### config.mk
export PLATFORM = sky130hd
export DESIGN_NAME = clk_char_meter
export DESIGN_NICKNAME = d
export VERILOG_FILES = /design/src/rtl/clk_char_meter.sv
export SDC_FILE = /design/constraint.sdc
export NUM_CORES = 1
export LEC_CHECK = 0
export ABC_AREA = 1
export CAP_MARGIN = 20
export CORE_UTILIZATION = 35
export DETAILED_ROUTE_END_ITERATION = 8
export SLEW_MARGIN = 15
export SYNTH_ARGS = -nofsm -noshare
export SYNTH_HDL_FRONTEND = slang
export SYNTH_SLANG_ARGS = --single-unit
export TNS_END_PERCENT = 10
### constraint.sdc
create_clock -name clk -period 3.7 [get_ports clk]
set_input_delay 0.74 -clock clk [delete_from_list [all_inputs] [get_ports clk]]
set_output_delay 0.74 -clock clk [all_outputs]
set_load 0.05 [all_outputs]
### src/rtl/clk_char_meter.sv
// Clock characterisation meter: measures phase, high, low and period of sig_in in clk cycles.
// Define DUTY_CALC_EN to add a 7-cycle restoring divider that reports duty_pct.
`timescale 1ns/1ps

module clk_char_meter #(
   parameter int unsigned CNT_W       = 16,
   parameter int unsigned SYNC_STAGES = 2
) (
   input  logic             clk,
   input  logic             rst,
   input  logic             start,
   input  logic             sig_in,
   input  logic             ref_in,
   output logic             busy,
   output logic             done,
   output logic             timeout,
   output logic [CNT_W-1:0] phase_cnt,
   output logic [CNT_W-1:0] high_cnt,
   output logic [CNT_W-1:0] low_cnt,
   output logic [CNT_W-1:0] period_cnt,
   output logic [6:0]       duty_pct
);

   typedef enum logic [2:0] {
      StIdle,
      StWaitRef,
      StPhase,
      StHigh,
      StLow,
`ifdef DUTY_CALC_EN
      StDiv,
`endif
      StFin
   } state_e;

   state_e state_q;

   logic [SYNC_STAGES-1:0] sig_sync_q;
   logic [SYNC_STAGES-1:0] ref_sync_q;
   logic                   sig_dly_q;
   logic                   ref_dly_q;
   logic                   sig_s;
   logic                   ref_s;
   logic                   sig_rise;
   logic                   sig_fall;
   logic                   ref_rise;

   logic [CNT_W-1:0] cnt_q;
   logic             cnt_sat;
   logic [CNT_W:0]   period_sum;
   logic [CNT_W-1:0] period_next;

   // Both inputs share the same pipeline depth so the phase result carries no bias.
   always_ff @(posedge clk or posedge rst) begin
      if (rst) begin
         sig_sync_q <= '0;
         ref_sync_q <= '0;
         sig_dly_q  <= 1'b0;
         ref_dly_q  <= 1'b0;
      end else begin
         sig_sync_q <= {sig_sync_q[SYNC_STAGES-2:0], sig_in};
         ref_sync_q <= {ref_sync_q[SYNC_STAGES-2:0], ref_in};
         sig_dly_q  <= sig_sync_q[SYNC_STAGES-1];
         ref_dly_q  <= ref_sync_q[SYNC_STAGES-1];
      end
   end

   assign sig_s    = sig_sync_q[SYNC_STAGES-1];
   assign ref_s    = ref_sync_q[SYNC_STAGES-1];
   assign sig_rise = sig_s & ~sig_dly_q;
   assign sig_fall = ~sig_s & sig_dly_q;
   assign ref_rise = ref_s & ~ref_dly_q;

   assign cnt_sat     = (cnt_q == '1);
   assign period_sum  = {1'b0, high_cnt} + {1'b0, cnt_q};
   assign period_next = period_sum[CNT_W] ? '1 : period_sum[CNT_W-1:0];

`ifdef DUTY_CALC_EN
   localparam int unsigned DW = CNT_W + 7;

   logic [DW-1:0]    rem_q;
   logic [CNT_W-1:0] dvs_q;
   logic [2:0]       bit_q;
   logic [5:0]       quo_q;
   logic [DW-1:0]    div_trial;
   logic             div_ge;

   // Quotient never exceeds 100, so a 7-bit restoring divide from bit 6 down is exact.
   assign div_trial = DW'(dvs_q) << bit_q;
   assign div_ge    = (rem_q >= div_trial);
`else
   assign duty_pct = 7'd0;
`endif

   // The counter is loaded with 1 on a starting edge, so at the ending edge it holds
   // exactly the number of cycles between the two detections.
   always_ff @(posedge clk or posedge rst) begin
      if (rst) begin
         state_q    <= StIdle;
         cnt_q      <= '0;
         busy       <= 1'b0;
         done       <= 1'b0;
         timeout    <= 1'b0;
         phase_cnt  <= '0;
         high_cnt   <= '0;
         low_cnt    <= '0;
         period_cnt <= '0;
`ifdef DUTY_CALC_EN
         duty_pct   <= 7'd0;
         rem_q      <= '0;
         dvs_q      <= '0;
         bit_q      <= 3'd0;
         quo_q      <= 6'd0;
`endif
      end else begin
         done <= 1'b0;
         unique case (state_q)
            StIdle: begin
               if (start) begin
                  state_q <= StWaitRef;
                  busy    <= 1'b1;
                  timeout <= 1'b0;
               end
            end
            StWaitRef: begin
               if (ref_rise) begin
                  cnt_q <= CNT_W'(1);
                  if (sig_rise) begin
                     phase_cnt <= '0;
                     state_q   <= StHigh;
                  end else begin
                     state_q <= StPhase;
                  end
               end
            end
            StPhase: begin
               if (sig_rise) begin
                  phase_cnt <= cnt_q;
                  cnt_q     <= CNT_W'(1);
                  state_q   <= StHigh;
               end else if (cnt_sat) begin
                  phase_cnt <= cnt_q;
                  timeout   <= 1'b1;
                  done      <= 1'b1;
                  state_q   <= StFin;
`ifdef DUTY_CALC_EN
                  duty_pct  <= 7'd0;
`endif
               end else begin
                  cnt_q <= cnt_q + CNT_W'(1);
               end
            end
            StHigh: begin
               if (sig_fall) begin
                  high_cnt <= cnt_q;
                  cnt_q    <= CNT_W'(1);
                  state_q  <= StLow;
               end else if (cnt_sat) begin
                  high_cnt <= cnt_q;
                  timeout  <= 1'b1;
                  done     <= 1'b1;
                  state_q  <= StFin;
`ifdef DUTY_CALC_EN
                  duty_pct <= 7'd0;
`endif
               end else begin
                  cnt_q <= cnt_q + CNT_W'(1);
               end
            end
            StLow: begin
               if (sig_rise) begin
                  low_cnt    <= cnt_q;
                  period_cnt <= period_next;
`ifdef DUTY_CALC_EN
                  if (period_next == '0) begin
                     duty_pct <= 7'd0;
                     done     <= 1'b1;
                     state_q  <= StFin;
                  end else begin
                     rem_q   <= DW'(high_cnt) * DW'(100);
                     dvs_q   <= period_next;
                     bit_q   <= 3'd6;
                     quo_q   <= 6'd0;
                     state_q <= StDiv;
                  end
`else
                  done    <= 1'b1;
                  state_q <= StFin;
`endif
               end else if (cnt_sat) begin
                  low_cnt <= cnt_q;
                  timeout <= 1'b1;
                  done    <= 1'b1;
                  state_q <= StFin;
`ifdef DUTY_CALC_EN
                  duty_pct <= 7'd0;
`endif
               end else begin
                  cnt_q <= cnt_q + CNT_W'(1);
               end
            end
`ifdef DUTY_CALC_EN
            StDiv: begin
               if (div_ge) begin
                  rem_q <= rem_q - div_trial;
               end
               quo_q <= {quo_q[4:0], div_ge};
               if (bit_q == 3'd0) begin
                  duty_pct <= {quo_q, div_ge};
                  done     <= 1'b1;
                  state_q  <= StFin;
               end else begin
                  bit_q <= bit_q - 3'd1;
               end
            end
`endif
            StFin: begin
               busy    <= 1'b0;
               state_q <= StIdle;
            end
            default: begin
               state_q <= StIdle;
            end
         endcase
      end
   end

endmodule

# After elaboration in Yosys (flattened, before gate mapping)
# Cells that the tools add are included.
[word_totals]
input_bits = 5
output_inout_bits = 74
register_bits = 92
wordCells = 83
[op_classes]
eq_ne = 13
n_reduce_logical = 16
n_addsub = 2
n_mux = 33
bitwise_logic = 6
[ops]
columns = ["op", "n"]
rows = [
  ["16-bit 2-to-1 mux", 11],
  ["16-bit one-hot mux with 4 select lines", 1],
  ["16-bit one-hot mux with 2 select lines", 1],
  ["3-bit 2-to-1 mux", 6],
  ["16-bit by 16-bit adder with 17-bit output", 1],
  ["16-bit by 1-bit adder with 16-bit output (second input constant)", 1],
  ["16-bit == test (second input constant)", 1],
  ["3-bit one-hot mux with 5 select lines", 1],
  ["2-bit != test (second input constant)", 6],
  ["1-bit 2-to-1 mux", 10],
  ["2-bit AND reduction", 5],
  ["4-bit AND reduction", 2],
  ["2-bit nonzero test", 4],
  ["3-bit by 2-bit == test with 1-bit output (second input constant)", 2],
  ["3-bit == test (second input constant)", 2],
  ["1-bit one-hot mux with 3 select lines", 2],
  ["4-bit nonzero test", 1],
  ["1-bit AND", 3],
  ["3-bit by 1-bit == test with 1-bit output (second input constant)", 1],
  ["3-bit zero test", 1],
  ["3-bit != test (second input constant)", 1],
  ["1-bit inverter", 3],
  ["3-bit AND reduction", 1],
  ["3-bit nonzero test", 1],
  ["other kinds (2)", 2],
]

# Logic depth before layout (Yosys ltp)
[depth]
depth_word = 5
depth_mapped = 11
mapped_depth_nobuf = 11

# Least setup slack after synthesis
# Ideal clock, no wire load.
[synth_timing]
kind = "reg-to-reg"
startpoint = "register high_cnt[0]"
endpoint = "register period_cnt[2]"
synth_period_minus_slack_ns = 2.333
n_path_buf = 0
path_stages_with_launch = 11
setup_ns = 0.120
setup_slack_ns = 1.367
t_arrival_ns = 2.213
t_required_ns = 3.580
path_cell_list = "dfrtp_1 > ha_1 > fa_1 > nand3_1 > nand3_1 > nand2_1 > nand2_1 > a21oi_2 > nand3_1 > o21ai_0 > inv_1"
[synth_via]
elab_chain_len = 2
[synth_lines]
columns = ["item", "line_no", "rtl"]
rows = [
  ["from (decl)", "18", "output logic [CNT_W-1:0] high_cnt,"],
  ["from (signal assigned)", "155", "high_cnt <= cnt_q;"],
  ["from (signal assigned)", "159", "high_cnt <= cnt_q;"],
  ["16-bit by 16-bit adder with 17-bit output", "75", "assign period_sum = {1'b0, high_cnt} + {1'b0, cnt_q};"],
  ["16-bit 2-to-1 mux", "76", "assign period_next = period_sum[CNT_W] ? '1 : period_sum[CNT_W-1:0];"],
  ["to (signal assigned)", "173", "period_cnt <= period_next;"],
  ["to (decl)", "20", "output logic [CNT_W-1:0] period_cnt,"],
]
# No other way between the ends.
# A chain may end at the register's enable or synchronous reset.

# Worst setup path in the final report
[layout_timing]
startpoint = "register cnt_q[0]"
endpoint = "register period_cnt[4]"
[layout_via]
elab_chain_len = 2
[layout_lines]
columns = ["item", "line_no", "rtl"]
rows = [
  ["from (decl)", "48", "logic [CNT_W-1:0] cnt_q;"],
  ["from (signal assigned)", "150", "cnt_q <= cnt_q + CNT_W'(1);"],
  ["from (signal assigned)", "167", "cnt_q <= cnt_q + CNT_W'(1);"],
  ["from (signal assigned)", "199", "cnt_q <= cnt_q + CNT_W'(1);"],
  ["16-bit by 16-bit adder with 17-bit output", "75", ""],
  ["16-bit 2-to-1 mux", "76", ""],
]
# No other way between the ends.

==> flow_results.org <==
** Synthesis
- Leading cell types by total area after synthesis :: dfrtp_1, nand2_1, inv_1, nand3_1, nor2_1
- Number of storage elements in the synthesis netlist :: 92
- Post-Syn Area :: 5370 µm²
- Cells after Synth :: around 700
- Synth top area share :: around 43%
- Portion of the post-synthesis area used by sequential elements :: 42.9%
- Summed over all instances, the cell type with the most area after synthesis is dfrtp_1.
- The synthesized netlist contains 41 unique library cells.
- Warnings, synthesis :: 0
- Avg Synthesized Cell Area :: 7.47 µm²

** Timing
- Number of failing hold endpoints at the final stage :: 0
- The worst pin sits at a relative slew slack of about a third.
- At the pin with the least slew margin, the transition time is 1.01 ns.
- For the final database, setup skew stands at 0.00702 ns.
- Fin crit period :: 2.43 ns
- Setup repair after global routing left no endpoint under its margin.
- Static timing analysis puts the maximum clock frequency at roughly 410 MHz.
- After layout, the worst path uses approximately two thirds of the clock period.
- Final Hold Slack :: 0.349 ns
- Across all setup checks in the final design, the least slack found is 1.27 ns.
- Max-slew violation count :: 0
- Setup violations remaining at the end of the flow were counted as 0.
- Sum Neg Setup Slack :: 0 ns

** Worst setup path
- Sort of element at the start of the critical path :: flop
- Setup slack on the worst reg-to-reg path comes out at 1.27 ns.
- Worst Setup End Kind :: flop
- The worst setup path is of the flop to flop kind.
- STA puts the critical path data arrival time at roughly 2.7 ns.
- In this run the worst path has a maximum fanout of 10.
- Counting cells, the worst reg-to-reg path comes to 10.
- STA puts the critical path data required time at between 3 and 4 ns.

** Clocking
- Reg clk slew, reported paths :: approximately 0.070 ns
- TritonCTS created 9 clock buffers.
- In this run the number of H-tree levels came out at 3.
- Post-CTS Hold Fix Bufs :: 0
- The clock net in this run drives a total of 92 sinks.
- The root buffer cell chosen for the clock tree is clkbuf_16.
- TritonCTS clock tree :: yes
- At the later pin of the worst-skew pair, clock insertion delay measures 0.35 ns.
- Post-CTS setup buffer count :: 0
- Post-CTS repair changed the size of 0 cells.
- No sink is reached through more buffers than the 2 on the longest clock path.

** Global routing
- The initial antenna violation count is 0.
- The first global-routing pass estimated 23,400 µm of wire.
- Summed over all layers, the global routing overflow is 0.
- Entering global routing, the biggest net connects 57 pins.
- The number of global-route vias before repair is 4,507.
- Overall Global Routing Usage :: between 10% and 20%

** Power and ir drop
- Standby leakage power :: around 0.0033 µW
- Across the VDD grid, the largest voltage drop is between 0.3 and 0.4 mV.
- In this run the power density over the cells is 550 nW/µm².

** Route
- The detail route stage leaves a number of antenna-violating nets equal to 0.
- The routed layout has 4,687 vias.
- First-pass iteration count of the detailed router :: 5
- Summed over all layers, the routed wires come to 13,800 µm.
- After detailed routing, the number of vias per cell comes to about 4.8.
- First-iteration detailed-routing DRC count :: 353
- In the routed design, unresolved DRC markers number 0.
- Final routed wire length divided by cell count :: 14.1 µm

** Floorplanning
- Die height :: ~130 µm
- Starting utilization of the core area :: between 30% and 40%
- Count of standard-cell rows :: 44
- I/O pins :: between 70 and 80
- Core outline area :: 14,800 µm²
- From left edge to right edge, the die measures approximately 130 µm.
- The die covers roughly 16,000 µm².

** Layout
- Antenna cell count :: 0
- Layout overhead on the synthesized area :: 22.0%
- In the final design database the tool counted 813 nets.
- In the final layout, the share of cells above drive strength 1 is 10.8%.

** Placement
- PortBufs :: ~70
- Timing analysis after detailed placement gives a worst setup slack of 1.30 ns.
- Half-perimeter wire length of the detailed placement result :: 10,400 µm
- The congestion estimate from routability-driven global placement came to 0.917.

** Min path
- Min-delay worst type :: flop to flop
- The worst hold path passes through 0 cells.

** Status
- Status :: finished clean

** Run
- Across the run, the number of max-cap violations was 0.
-- area by class of cell --
cell class / count / area [µm²]
fill: 1533 / 8200
inverter: 100 / 379
tap: 184 / 230
clock buffer: 9 / 225
clock inverter: 7 / 97.6
timing repair buffer: 74 / 746
multi-input combinational: 513 / 2570
sequential: 92 / 2300
-- power by group --
part           internal, µW  total, µW  leakage, µW  switching (µW)
Clock                   596       1010     0.000152             413
Sequential             1140       1260      0.00124             121
Combinational           407       1330      0.00187             926
-- routing by layer --
layer | vias up | track usage, % | share of wire (%)
met1 | 2151 | 26.3 | 49
met3 | 11 | 3.99 | 4.4
li1 | 2386 | - | -
met4 | 0 | 3.90 | 0.67
met5 | - | 0 | 0
met2 | 139 | 29.8 | 46
-- cells in the final DEF, fill, tap and decap left out, drive strengths merged, types with 3 or more instances in the layout --
| cell | count |
|---|---|
| nor3 | 6 |
| clkbuf | 9 |
| o21ai | 54 |
| a21oi | 20 |
| nand4 | 7 |
| conb | 7 |
| nor2 | 67 |
| nand2 | 262 |
| dfrtp | 92 |
| ha | 17 |
| and2 | 5 |
| clkdlybuf4s50 | 71 |
| nand3 | 54 |
| buf | 3 |
| inv | 101 |
-- flip-flops by register name (all words and copies together), names as in the netlist --
name / cells
done: 1
state_q: 3
sig_dly_q: 1
timeout: 1
ref_sync_q: 2
period_cnt: 16
sig_sync_q: 2
high_cnt: 16
ref_dly_q: 1
phase_cnt: 16
busy: 1
cnt_q: 16
low_cnt: 16
-- critical path, cell delays in order, from the launching register on --
cell	delay, ns
dfrtp_1	0.44
ha_1	0.24
fa_1	0.46
nand3_1	0.12
nand3_1	0.13
nand2_1	0.12
nand2_1	0.10
a21oi_2	0.42
nand3_1	0.14
o21ai_0	0.10
inv_1	0.05
-- cell usage after synthesis, drive strengths merged --
cell	count
buf	19
fa	1
nand3	54
a21oi	20
ha	17
o22ai	1
o21ai	54
o22a	2
nand4	7
nand3b	1
inv	99
clkinv	1
conb	1
a31oi	1
xnor2	2
clkbuf	1
or2	1
a21boi	1
nor3b	1
nor2	67
nor3	6
dfrtp	92
o211ai	1
and2	5
xor2	2
nand2	262
-- cells by family after synthesis --
| family | share of synthesized area (%) |
|---|---|
| AND/OR/NAND/NOR | 32.6 |
| buffers and inverters | 9.65 |
| flip-flops | 42.9 |
| AO/OA/AOI/OAI | 9.77 |
| adder cells (fa/ha/maj) | 4.34 |
| XOR/XNOR | 0.653 |
| other | 0.0699 |
-- path summary, 6_finish.rpt --
path | startpoint | to
max | cnt_q[0] | period_cnt[4]
min | ref_sync_q[0] | ref_sync_q[1]
max reg2reg | cnt_q[0] | period_cnt[4]
min reg2reg | ref_sync_q[0] | ref_sync_q[1]
max in group asynchronous | rst | period_cnt[2]
min in group asynchronous | rst | low_cnt[3]
-- stage by stage --
| step | area (µm²) | utilization [%] | total power, µW | cells |
|---|---|---|---|---|
| global placement | 6230 | 42.2 | 2610 | 963 |
| detailed placement | 6230 | 42.2 | 2620 | 963 |
| CTS | 6550 | 44.4 | 3640 | 979 |
| floorplan | 5390 | - | 2250 | 725 |
| global route | 6550 | 44.4 | 3810 | 979 |
| finish | 6550 | 44.4 | 3600 | 979 |
No activity file was read; power rests on OpenSTA's default activity.
